**src/rtl/pcm_capture_sequencer_if.sv**
```systemverilog
// Handshake/bus bundle between the PCM capture sequencer and its detectors/consumer.
// slave modport is the sequencer's view; master is the driver/consumer view.
interface pcm_capture_sequencer_if #(
  parameter int NUM_CH = 3
);
  logic                   start;
  logic [NUM_CH-1:0]      ch_triggered;
  logic [32*NUM_CH-1:0]   ch_time;
  logic                   result_ack;
  logic [31:0]            sample_counter;
  logic                   det_reset;
  logic                   busy;
  logic                   result_valid;
  logic [NUM_CH-1:0]      result_mask;
  logic [7:0]             result_first;
  logic [32*NUM_CH-1:0]   result_delta;

  modport slave (
    input  start, ch_triggered, ch_time, result_ack,
    output sample_counter, det_reset, busy, result_valid,
           result_mask, result_first, result_delta
  );

  modport master (
    output start, ch_triggered, ch_time, result_ack,
    input  sample_counter, det_reset, busy, result_valid,
           result_mask, result_first, result_delta
  );
endinterface

```
**src/rtl/pcm_capture_sequencer.sv**
```systemverilog
// Sequences NUM_CH peak detectors: arm, capture window, report earliest channel and deltas, hold-off.
// Define PCM_SEQ_AUTO_REARM_EN to return to ARMED (instead of IDLE) when hold-off ends.
module pcm_capture_sequencer #(
  parameter int NUM_CH      = 3,
  parameter int WINDOW_LEN  = 4800,
  parameter int HOLDOFF_LEN = 24000
) (
  input  logic                   pcm_clk,
  input  logic                   reset,
  pcm_capture_sequencer_if.slave bus
);

  typedef enum logic [2:0] {
    ST_IDLE    = 3'd0,
    ST_ARMED   = 3'd1,
    ST_WINDOW  = 3'd2,
    ST_REPORT  = 3'd3,
    ST_HOLDOFF = 3'd4
  } state_t;

  localparam logic [15:0] WINDOW_LAST  = 16'(WINDOW_LEN - 1);
  localparam logic [15:0] HOLDOFF_LAST = 16'(HOLDOFF_LEN - 1);

  state_t                 state_r;
  state_t                 next_state_s;
  logic [15:0]            cnt_r;
  logic [15:0]            next_cnt_s;
  logic                   capture_s;
  logic                   ack_s;

  logic [31:0]            sample_counter_r;
  logic                   det_reset_r;
  logic                   busy_r;
  logic                   result_valid_r;
  logic [NUM_CH-1:0]      result_mask_r;
  logic [7:0]             result_first_r;
  logic [32*NUM_CH-1:0]   result_delta_r;

  logic                   found_s;
  logic [7:0]             first_idx_s;
  logic [31:0]            first_time_s;
  logic [32*NUM_CH-1:0]   delta_s;

  // Wrap-safe ordering: t_a precedes t_b when the signed difference is negative.
  function automatic logic is_earlier(input logic [31:0] t_a, input logic [31:0] t_b);
    logic [31:0] diff;
    diff = t_a - t_b;
    return diff[31];
  endfunction

  // Next-state and phase-counter logic.
  always_comb begin
    next_state_s = state_r;
    next_cnt_s   = cnt_r;
    capture_s    = 1'b0;
    ack_s        = 1'b0;
    case (state_r)
      ST_IDLE: begin
        if (bus.start) begin
          next_state_s = ST_ARMED;
          next_cnt_s   = 16'd0;
        end else begin
          next_state_s = ST_IDLE;
        end
      end
      ST_ARMED: begin
        if (|bus.ch_triggered) begin
          next_state_s = ST_WINDOW;
          next_cnt_s   = 16'd0;
        end else begin
          next_state_s = ST_ARMED;
        end
      end
      ST_WINDOW: begin
        if (cnt_r == WINDOW_LAST) begin
          next_state_s = ST_REPORT;
          next_cnt_s   = 16'd0;
          capture_s    = 1'b1;
        end else begin
          next_cnt_s   = cnt_r + 16'd1;
        end
      end
      ST_REPORT: begin
        if (bus.result_ack) begin
          next_state_s = ST_HOLDOFF;
          next_cnt_s   = 16'd0;
          ack_s        = 1'b1;
        end else begin
          next_state_s = ST_REPORT;
        end
      end
      ST_HOLDOFF: begin
        if (cnt_r == HOLDOFF_LAST) begin
`ifdef PCM_SEQ_AUTO_REARM_EN
          next_state_s = ST_ARMED;
`else
          next_state_s = ST_IDLE;
`endif
          next_cnt_s   = 16'd0;
        end else begin
          next_cnt_s   = cnt_r + 16'd1;
        end
      end
      default: begin
        next_state_s = ST_IDLE;
        next_cnt_s   = 16'd0;
      end
    endcase
  end

  // Earliest triggered channel and per-channel deltas, evaluated on the live inputs at capture.
  always_comb begin
    found_s      = 1'b0;
    first_idx_s  = 8'd0;
    first_time_s = 32'd0;
    delta_s      = '0;
    for (int i = 0; i < NUM_CH; i++) begin
      if (bus.ch_triggered[i] && (!found_s || is_earlier(bus.ch_time[32*i +: 32], first_time_s))) begin
        found_s      = 1'b1;
        first_idx_s  = 8'(i);
        first_time_s = bus.ch_time[32*i +: 32];
      end else begin
        found_s      = found_s;
      end
    end
    for (int i = 0; i < NUM_CH; i++) begin
      if (bus.ch_triggered[i]) begin
        delta_s[32*i +: 32] = bus.ch_time[32*i +: 32] - first_time_s;
      end else begin
        delta_s[32*i +: 32] = 32'd0;
      end
    end
  end

  // State, counters and all registered outputs.
  always_ff @(posedge pcm_clk) begin
    if (reset) begin
      state_r          <= ST_IDLE;
      cnt_r            <= 16'd0;
      sample_counter_r <= 32'd0;
      det_reset_r      <= 1'b1;
      busy_r           <= 1'b0;
      result_valid_r   <= 1'b0;
      result_mask_r    <= '0;
      result_first_r   <= 8'd0;
      result_delta_r   <= '0;
    end else begin
      state_r          <= next_state_s;
      cnt_r            <= next_cnt_s;
      sample_counter_r <= sample_counter_r + 32'd1;
      det_reset_r      <= (next_state_s != ST_ARMED) && (next_state_s != ST_WINDOW);
      busy_r           <= (next_state_s != ST_IDLE);
      if (capture_s) begin
        result_valid_r <= 1'b1;
        result_mask_r  <= bus.ch_triggered;
        result_first_r <= first_idx_s;
        result_delta_r <= delta_s;
      end else if (ack_s) begin
        result_valid_r <= 1'b0;
      end else begin
        result_valid_r <= result_valid_r;
      end
    end
  end

  assign bus.sample_counter = sample_counter_r;
  assign bus.det_reset      = det_reset_r;
  assign bus.busy           = busy_r;
  assign bus.result_valid   = result_valid_r;
  assign bus.result_mask    = result_mask_r;
  assign bus.result_first   = result_first_r;
  assign bus.result_delta   = result_delta_r;

endmodule

```
**src/flat_wrapper.sv**
```systemverilog
// flat-port wrapper written by rule: the top's interface ports become plain ports
module pcm_capture_sequencer_flat 
#(
  parameter int NUM_CH      = 3,
  parameter int WINDOW_LEN  = 4800,
  parameter int HOLDOFF_LEN = 24000
)
  (pcm_clk, reset, bus_start, bus_ch_triggered, bus_ch_time, bus_result_ack, bus_sample_counter, bus_det_reset, bus_busy, bus_result_valid, bus_result_mask, bus_result_first, bus_result_delta);
  pcm_capture_sequencer_if #(.NUM_CH(NUM_CH)) bus_i ();
  input  logic pcm_clk;
  input  logic reset;
  input wire logic [$bits(bus_i.start)-1:0] bus_start;
  input wire logic [$bits(bus_i.ch_triggered)-1:0] bus_ch_triggered;
  input wire logic [$bits(bus_i.ch_time)-1:0] bus_ch_time;
  input wire logic [$bits(bus_i.result_ack)-1:0] bus_result_ack;
  output wire logic [$bits(bus_i.sample_counter)-1:0] bus_sample_counter;
  output wire logic [$bits(bus_i.det_reset)-1:0] bus_det_reset;
  output wire logic [$bits(bus_i.busy)-1:0] bus_busy;
  output wire logic [$bits(bus_i.result_valid)-1:0] bus_result_valid;
  output wire logic [$bits(bus_i.result_mask)-1:0] bus_result_mask;
  output wire logic [$bits(bus_i.result_first)-1:0] bus_result_first;
  output wire logic [$bits(bus_i.result_delta)-1:0] bus_result_delta;
  assign bus_i.start = bus_start;
  assign bus_i.ch_triggered = bus_ch_triggered;
  assign bus_i.ch_time = bus_ch_time;
  assign bus_i.result_ack = bus_result_ack;
  assign bus_sample_counter = bus_i.sample_counter;
  assign bus_det_reset = bus_i.det_reset;
  assign bus_busy = bus_i.busy;
  assign bus_result_valid = bus_i.result_valid;
  assign bus_result_mask = bus_i.result_mask;
  assign bus_result_first = bus_i.result_first;
  assign bus_result_delta = bus_i.result_delta;
  pcm_capture_sequencer #(.NUM_CH(NUM_CH), .WINDOW_LEN(WINDOW_LEN), .HOLDOFF_LEN(HOLDOFF_LEN)) u_core (.pcm_clk(pcm_clk), .reset(reset), .bus(bus_i));
endmodule
```
**config.mk**
```make
export PLATFORM = sky130hd
export DESIGN_NAME = pcm_capture_sequencer_flat
export DESIGN_NICKNAME = d
export VERILOG_FILES = /design/src/rtl/pcm_capture_sequencer_if.sv /design/src/rtl/pcm_capture_sequencer.sv /design/src/flat_wrapper.sv
export SDC_FILE = /design/constraint.sdc
export NUM_CORES = 1
export LEC_CHECK = 0
export BUFFER_PORTS_ARGS = -buffer_cell sky130_fd_sc_hd__buf_2
export CAP_MARGIN = 20
export CORE_ASPECT_RATIO = 0.5
export CORE_MARGIN = 5
export CORE_UTILIZATION = 35
export CTS_CLUSTER_DIAMETER = 60
export CTS_CLUSTER_SIZE = 8
export DETAILED_ROUTE_END_ITERATION = 16
export PLACE_DENSITY = 0.52
export SLEW_MARGIN = 20
export SYNTH_ARGS = -nofsm -noshare
export SYNTH_HDL_FRONTEND = slang
export SYNTH_SLANG_ARGS = --single-unit
```
**constraint.sdc**
```tcl
create_clock -name pcm_clk -period 11.1 [get_ports pcm_clk]
set_clock_uncertainty 0.05 [all_clocks]
set_input_delay 1.11 -clock pcm_clk [delete_from_list [all_inputs] [get_ports pcm_clk]]
set_output_delay 1.11 -clock pcm_clk [all_outputs]
set_load 0.005 [all_outputs]
```
---- Yosys cells after proc, flatten, opt, wreduce, memory -nomap -nowiden ----
Cells that the tools add are included.
word-level totals
  bits of input ports ..................... 103
  bits in read-only memories .............. 0
  memories ................................ 0
  latch bits .............................. 0
  logic and storage cells ................. 67
  flip-flop bits (word level) ............. 161
  RAM bits ................................ 0
  output and inout bits ................... 142
cells by class
  bitwise operators ....................... 0
  mux-type cells .......................... 28
  $add $sub $neg .......................... 7
  reduce and logical (&&, ||, !) cells .... 12
  magnitude comparators ................... 0
  shift-type cells ........................ 0
  div/mod/pow operators ................... 0
  equal/unequal tests ..................... 11
  multipliers ............................. 0
operators by type and width
  kind                                                                      count
  32-bit two-way mux                                                        6
  32-bit subtractor                                                         5
  16-bit two-way mux                                                        5
  16-bit one-hot mux with 5 select lines                                    1
  32-bit by 1-bit adder with 32-bit output (second input constant)          1
  16-bit by 1-bit adder with 16-bit output (second input constant)          1
  16-bit by 13-bit equality test with 1-bit output (second input constant)  1
  16-bit by 15-bit equality test with 1-bit output (second input constant)  1
  3-bit one-hot mux with 5 select lines                                     1
  1-bit two-way mux                                                         10
  3-bit two-way mux                                                         3
  3-bit by 2-bit equality test with 1-bit output (second input constant)    2
  2-bit two-way mux                                                         2
  2-bit inequality test (second input constant)                             2
  3-bit by 1-bit equality test with 1-bit output (second input constant)    1
  3-bit equality test (second input constant)                               1
  1-bit logical AND                                                         3
  3-bit zero test                                                           1
  3-bit by 1-bit inequality test with 1-bit output (second input constant)  1
  3-bit by 2-bit inequality test with 1-bit output (second input constant)  1
  3-bit AND reduction                                                       1
  3-bit nonzero test                                                        1
  3-bit OR reduction                                                        1
  1-bit zero test                                                           2
  3 further kinds                                                           4

---- Longest topological paths before layout ----
  depth after elaboration ................. 11
  gate-level depth with buffers ........... 45
  mapped depth without buffers ............ 37

---- Worst setup path before layout ----
Ideal clock, no wire load.
  path type ............................... input port to flip-flop
  start ................................... input bus_ch_triggered[0]
  end ..................................... register u_core.result_delta_r[89] (netlist: u_core.bus.result_delta[89])
  path slack .............................. 0.643 ns
  cell stages on the path ................. 42
  data arrival time ....................... 10.280 ns
  buffers on the path ..................... 8
  data required time ...................... 10.923 ns
  library setup time ...................... 0.127 ns
  cell sequence ........................... buf_1 clkbuf_1 clkbuf_1 nand2_1 ha_1 a21oi_1 o21ai_1 a2111oi_2 a211oi_1 a2111oi_4 buf_2 buf_1 buf_1 nor2_1 a21oi_1 ha_1 a21o_1 a21oi_1 [6 not listed] o2111ai_2 nand2_4 clkbuf_1 buf_1 nor2_1 a21oi_1 ha_1 and3_1 a31o_2 nand3b_1 a21oi_1 o21ai_1 a2111oi_1 o21bai_1 a31o_1 a21oi_1 xor2_1 o21ai_1
between the ends
  cells in the longest elaborated chain, start to end .. 11
  elaborated cells between the ends (all ways) .. 15
  those cells by class .................... add/sub: 3; mux: 6; reduce/logical: 6
RTL lines
  item                                                     line                                                       text
  start, declared                                          flat_wrapper.sv:13                                         input wire logic [$bits(bus_i.ch_triggered)-1:0] bus_ch_triggered;
  32-bit two-way mux or 1-bit two-way mux (tied branches)  pcm_capture_sequencer.sv:118                               if (bus.ch_triggered[i] && (!found_s || is_earlier(bus.ch_time[32*i +: 32], first_time_s))) begin
  32-bit subtractor or 1-bit zero test (tied branches)     pcm_capture_sequencer.sv:47, pcm_capture_sequencer.sv:118
  1-bit logical OR                                         pcm_capture_sequencer.sv:118
  1-bit logical AND                                        pcm_capture_sequencer.sv:118
  32-bit two-way mux or 1-bit two-way mux (tied branches)  pcm_capture_sequencer.sv:118
  32-bit subtractor or 1-bit zero test (tied branches)     pcm_capture_sequencer.sv:47, pcm_capture_sequencer.sv:118
  1-bit logical OR                                         pcm_capture_sequencer.sv:118
  1-bit logical AND                                        pcm_capture_sequencer.sv:118
  32-bit two-way mux (*)                                   pcm_capture_sequencer.sv:118
  32-bit subtractor (*)                                    pcm_capture_sequencer.sv:128                               delta_s[32*i +: 32] = bus.ch_time[32*i +: 32] - first_time_s;
  32-bit two-way mux (*)                                   pcm_capture_sequencer.sv:127                               if (bus.ch_triggered[i]) begin
  end signal, assigned                                     pcm_capture_sequencer.sv:157                               result_delta_r <= delta_s;
  end, declared                                            pcm_capture_sequencer.sv:37                                logic [32*NUM_CH-1:0] result_delta_r;
Every way passes the cells marked *; elsewhere a longest branch is shown, timed or not.
A chain may end at the register's enable or synchronous reset.

---- Worst setup path in the final report ----
Ends and elaborated chain as after synthesis.

==> flow_summary.yaml <==
place:
  post-dp-hpwl_mm: 38.61
  gp_congestion: 0.9358
  io_buffers: 238
  post-place-ws_ps: 647.9
detailed_routing:
  drc: 0
  met3_length_mm: 1.977
  vias: 13460
  highest_layer: "met5"
  antenna_left: 0
  wl_met2_mm: 23.35
  via_per_inst: 5.394
  wl_per_cell_um: 19.43
  drt_first_pass_iters: 5
  drtIter0Drc: 1215
  wl_mm: 48.50
  wl_met1_mm: 22.01
floorplan:
  die_w_um: 288.6
  start_util_pct: 35.19
  fp-row-count: 51
  dieArea_um2: 43090
  core_um2: 38610
  ioPinCount: 245
  die_y_um: 149.3
cts:
  htreeDepth: 4
  cts_resized: 0
  numCtsBuffers: 17
  clk_pin_slew_ps: 80
  clock_path_buffers: 2
  root_buffer: "clkbuf_16"
  cts_setup_buffers: 0
  numClockSinks: 155
  clkLatencyLatePin_ps: 460
  cts_tree: "done"
  cts_hold_repair.buffers: 0
global_routing:
  first_global_vias: 12770
  grt.overflow.total: 0
  grt_first_pass_wirelength_mm: 73.89
  grt_util_all_layers_pct: 21.84
  grt_max_degree: 64
  antenna_found_initial: 6
worst_hold_path:
  hp-start: "u_core.bus.result_delta[59]"
  hold_depth: 2
  min_to: "u_core.bus.result_delta[59]"
  hold_path.class: "register to register"
timing:
  finalCriticalPeriod_ps: 10110
  slew_viol_final: 0
  rsz0062_at_grt: "false"
  finalHoldViolations: 0
  fin_ws_ps: 985.0
  fmax_ghz: 0.09886
  maxSlewHeadroom_pct: 27.40
  finalSetupViolations: 0
  tns_ps: 0
  worstMarginPinSlew_ps: 1088
  period_share_pct: 91.13
power:
  p_sw_share_pct: 43.74
  power_density_nw_per_um2: 144.2
  seqPwrFrac_pct: 24.8
  max-vdd-ir-drop_mv: 0.1161
  p_leak_nw: 6.965
  comb_power_share_pct: 48.4
  p_int_w: 0.001282
  clockPowerShare_pct: 26.8
  power_switching_w: 0.0009969
synth:
  postSynthCellCount: 1766
  syn_area_um2: 13590
  synth-simple-area-share_pct: 21.93
  synth-compound-area-share_pct: 28.51
  synth_cell_types: 105
  ys_top_cells_by_area: "dfxtp_1 (23%), ha_1 (13%), a21oi_1 (6.1%), nor2_1 (5.8%), nand2_1 (4.9%)"
  yosysTopAreaCell: "dfxtp_1"
  yosys_warnings: 0
  synthArstFlopShare_pct: 0
  synthMuxAreaShare_pct: 0.6999
  synthAdderAreaFrac_pct: 13.60
  synth_top_cell_area_share_pct: 22.84
  synth_ff_type: "dfxtp_1"
  synth-seq-cells: 155
  synth.avg_cell_area_um2: 7.693
  yosysSeqAreaShare_pct: 22.84
  synth_top_family_by_area: "compound AO/OA/AOI/OAI gates"
  synth_edf_count: 0
  synth-xor-area-share_pct: 8.445
critical_path:
  crit_top_cell: "a21oi_1"
  r2r_start: "u_core.cnt_r[0]"
  r2r_end: "u_core.bus.result_delta[63]"
  cp.arrival_ps: 10390
  worstPathRequired_ps: 11380
  ff2ff_path_depth: 11
  crit_slowest_cell: "a2111oi_1"
  cpPeakStageDelay_ps: 620
  crit_path_start_kind: "input pin"
  worstPathMaxFanout: 57
  end_kind: "register"
  critPathKind: "input pin to register"
  ff2ff_setup_slack_ps: 7010
outcome:
  status: "finished clean"
final_layout:
  syn_to_final_growth_pct: 16.32
  nets: 2196
  drive_gt1_share_pct: 17.58
  multi_input_area_um2: 9980
  num-fill-cells: 4034
  final-seq-area_um2: 3103
job:
  maxCapViolCount: 0
==> per-layer routing <==
metal  global-route usage [%]  vias to the layer above
li1                         -                     6797
met1                    28.69                     6276
met2                    37.07                      320
met3                    3.313                       66
met4                    6.999                        4
met5                        0                        -
==> registers in the layout (all words and copies together) (netlist names) <==
signal,count
u_core.bus.result_first,2
u_core.cnt_r,16
u_core.bus.result_mask,3
u_core.bus.result_valid,1
u_core.bus.busy,1
u_core.bus.result_delta,96
u_core.bus.sample_counter,32
u_core.state_r,3
u_core.bus.det_reset,1
==> metrics by stage <==
step           instance area [um^2]  instances  hold WS (ps)  util, %  power, W
5_1_grt                       15800       2496         410.6    40.93  0.002421
3_5_place_dp                  15190       2461         387.9    39.35  0.001659
2_1_floorplan                 13600       1771         391.9        -  0.001374
6_report                      15800       2496         394.6    40.93  0.002279
3_3_place_gp                  15190       2461         383.2    39.35  0.001671
4_1_cts                       15800       2493         399.6    40.91  0.002289
==> logic make-up (layout without fill, tap and decap cells) <==
logic type,Yosys count,count (layout)
multiplexers,9,9
flip-flops,155,155
AO/OA/AOI/OAI,559,559
other,1,9
adder cells (fa/ha/maj),148,148
XOR/XNOR,131,131
AND/OR/NAND/NOR,632,632
buffers and inverters,131,323
==> cells in the mapped netlist (38+ instances only) <==
cell type,count
a21o_1,69
dfxtp_1,155
a22oi_1,38
o21ai_0,67
nor2_1,209
xnor2_1,57
a21oi_1,166
nand2_1,177
xor2_1,74
clkbuf_1,62
ha_1,142
inv_1,42
nand3_1,56
==> final cells by class <==
cell class                      instances  area share, %
Clock inverter                         15          1.124
Inverter                               42         0.9976
Sequential cell                       155          19.64
Antenna cell                            3        0.04751
Tap cell                              530          4.196
Timing Repair Buffer                  249          8.155
Multi-Input combinational cell       1485          63.15
Clock buffer                           17          2.692
==> critical path, delay by kind of cell <==
kind / cells / cell delay [ps]
xor+xnor: 1 / 160
simple gates: 7 / 1290
buf+inv: 3 / 1180
fa+ha+maj: 3 / 960
compound gates: 23 / 5650
==> power by group through the flow <==
stage          sequential [W]  combinational [W]  clock [W]
3_5_place_dp         0.000578            0.00108          0
5_1_grt              0.000565            0.00121   0.000649
4_1_cts              0.000565            0.00109   0.000634
6_report             0.000565            0.00110   0.000611
2_1_floorplan        0.000575           0.000799          0
3_3_place_gp         0.000578            0.00109          0
==> cells in the final DEF, fill, tap and decap left out, types with 8 or more instances in the layout <==
master / n
buf_2: 237
nor2_1: 208
nand2_1: 177
a21oi_1: 166
dfxtp_1: 155
ha_1: 142
xor2_1: 74
a21o_1: 69
o21ai_0: 67
xnor2_1: 57
nand3_1: 56
inv_1: 42
a22oi_1: 38
and3_1: 34
o21ai_1: 31
nor3_1: 26
nand4_1: 25
a31oi_1: 21
and2_1: 17
nand2b_1: 17
clkbuf_16: 17
or3_1: 16
a211oi_1: 15
o21bai_1: 12
o21a_1: 11
buf_4: 11
nor2b_1: 10
o31ai_1: 8
o211ai_1: 8
==> worst max path at each step <==
stage	startpoint	to	slack, ps
5_1_grt	bus_ch_triggered[0]	u_core.bus.result_delta[31]	320
4_1_cts	bus_ch_triggered[0]	u_core.bus.result_delta[31]	1120
3_3_place_gp	bus_ch_triggered[0]	u_core.bus.result_delta[94]	860
6_report	bus_ch_triggered[0]	u_core.bus.result_delta[89]	990
2_1_floorplan	bus_ch_triggered[0]	u_core.bus.result_delta[89]	640
3_5_place_dp	bus_ch_triggered[0]	u_core.bus.result_delta[31]	650
Power figures use the tool's default switching activity.
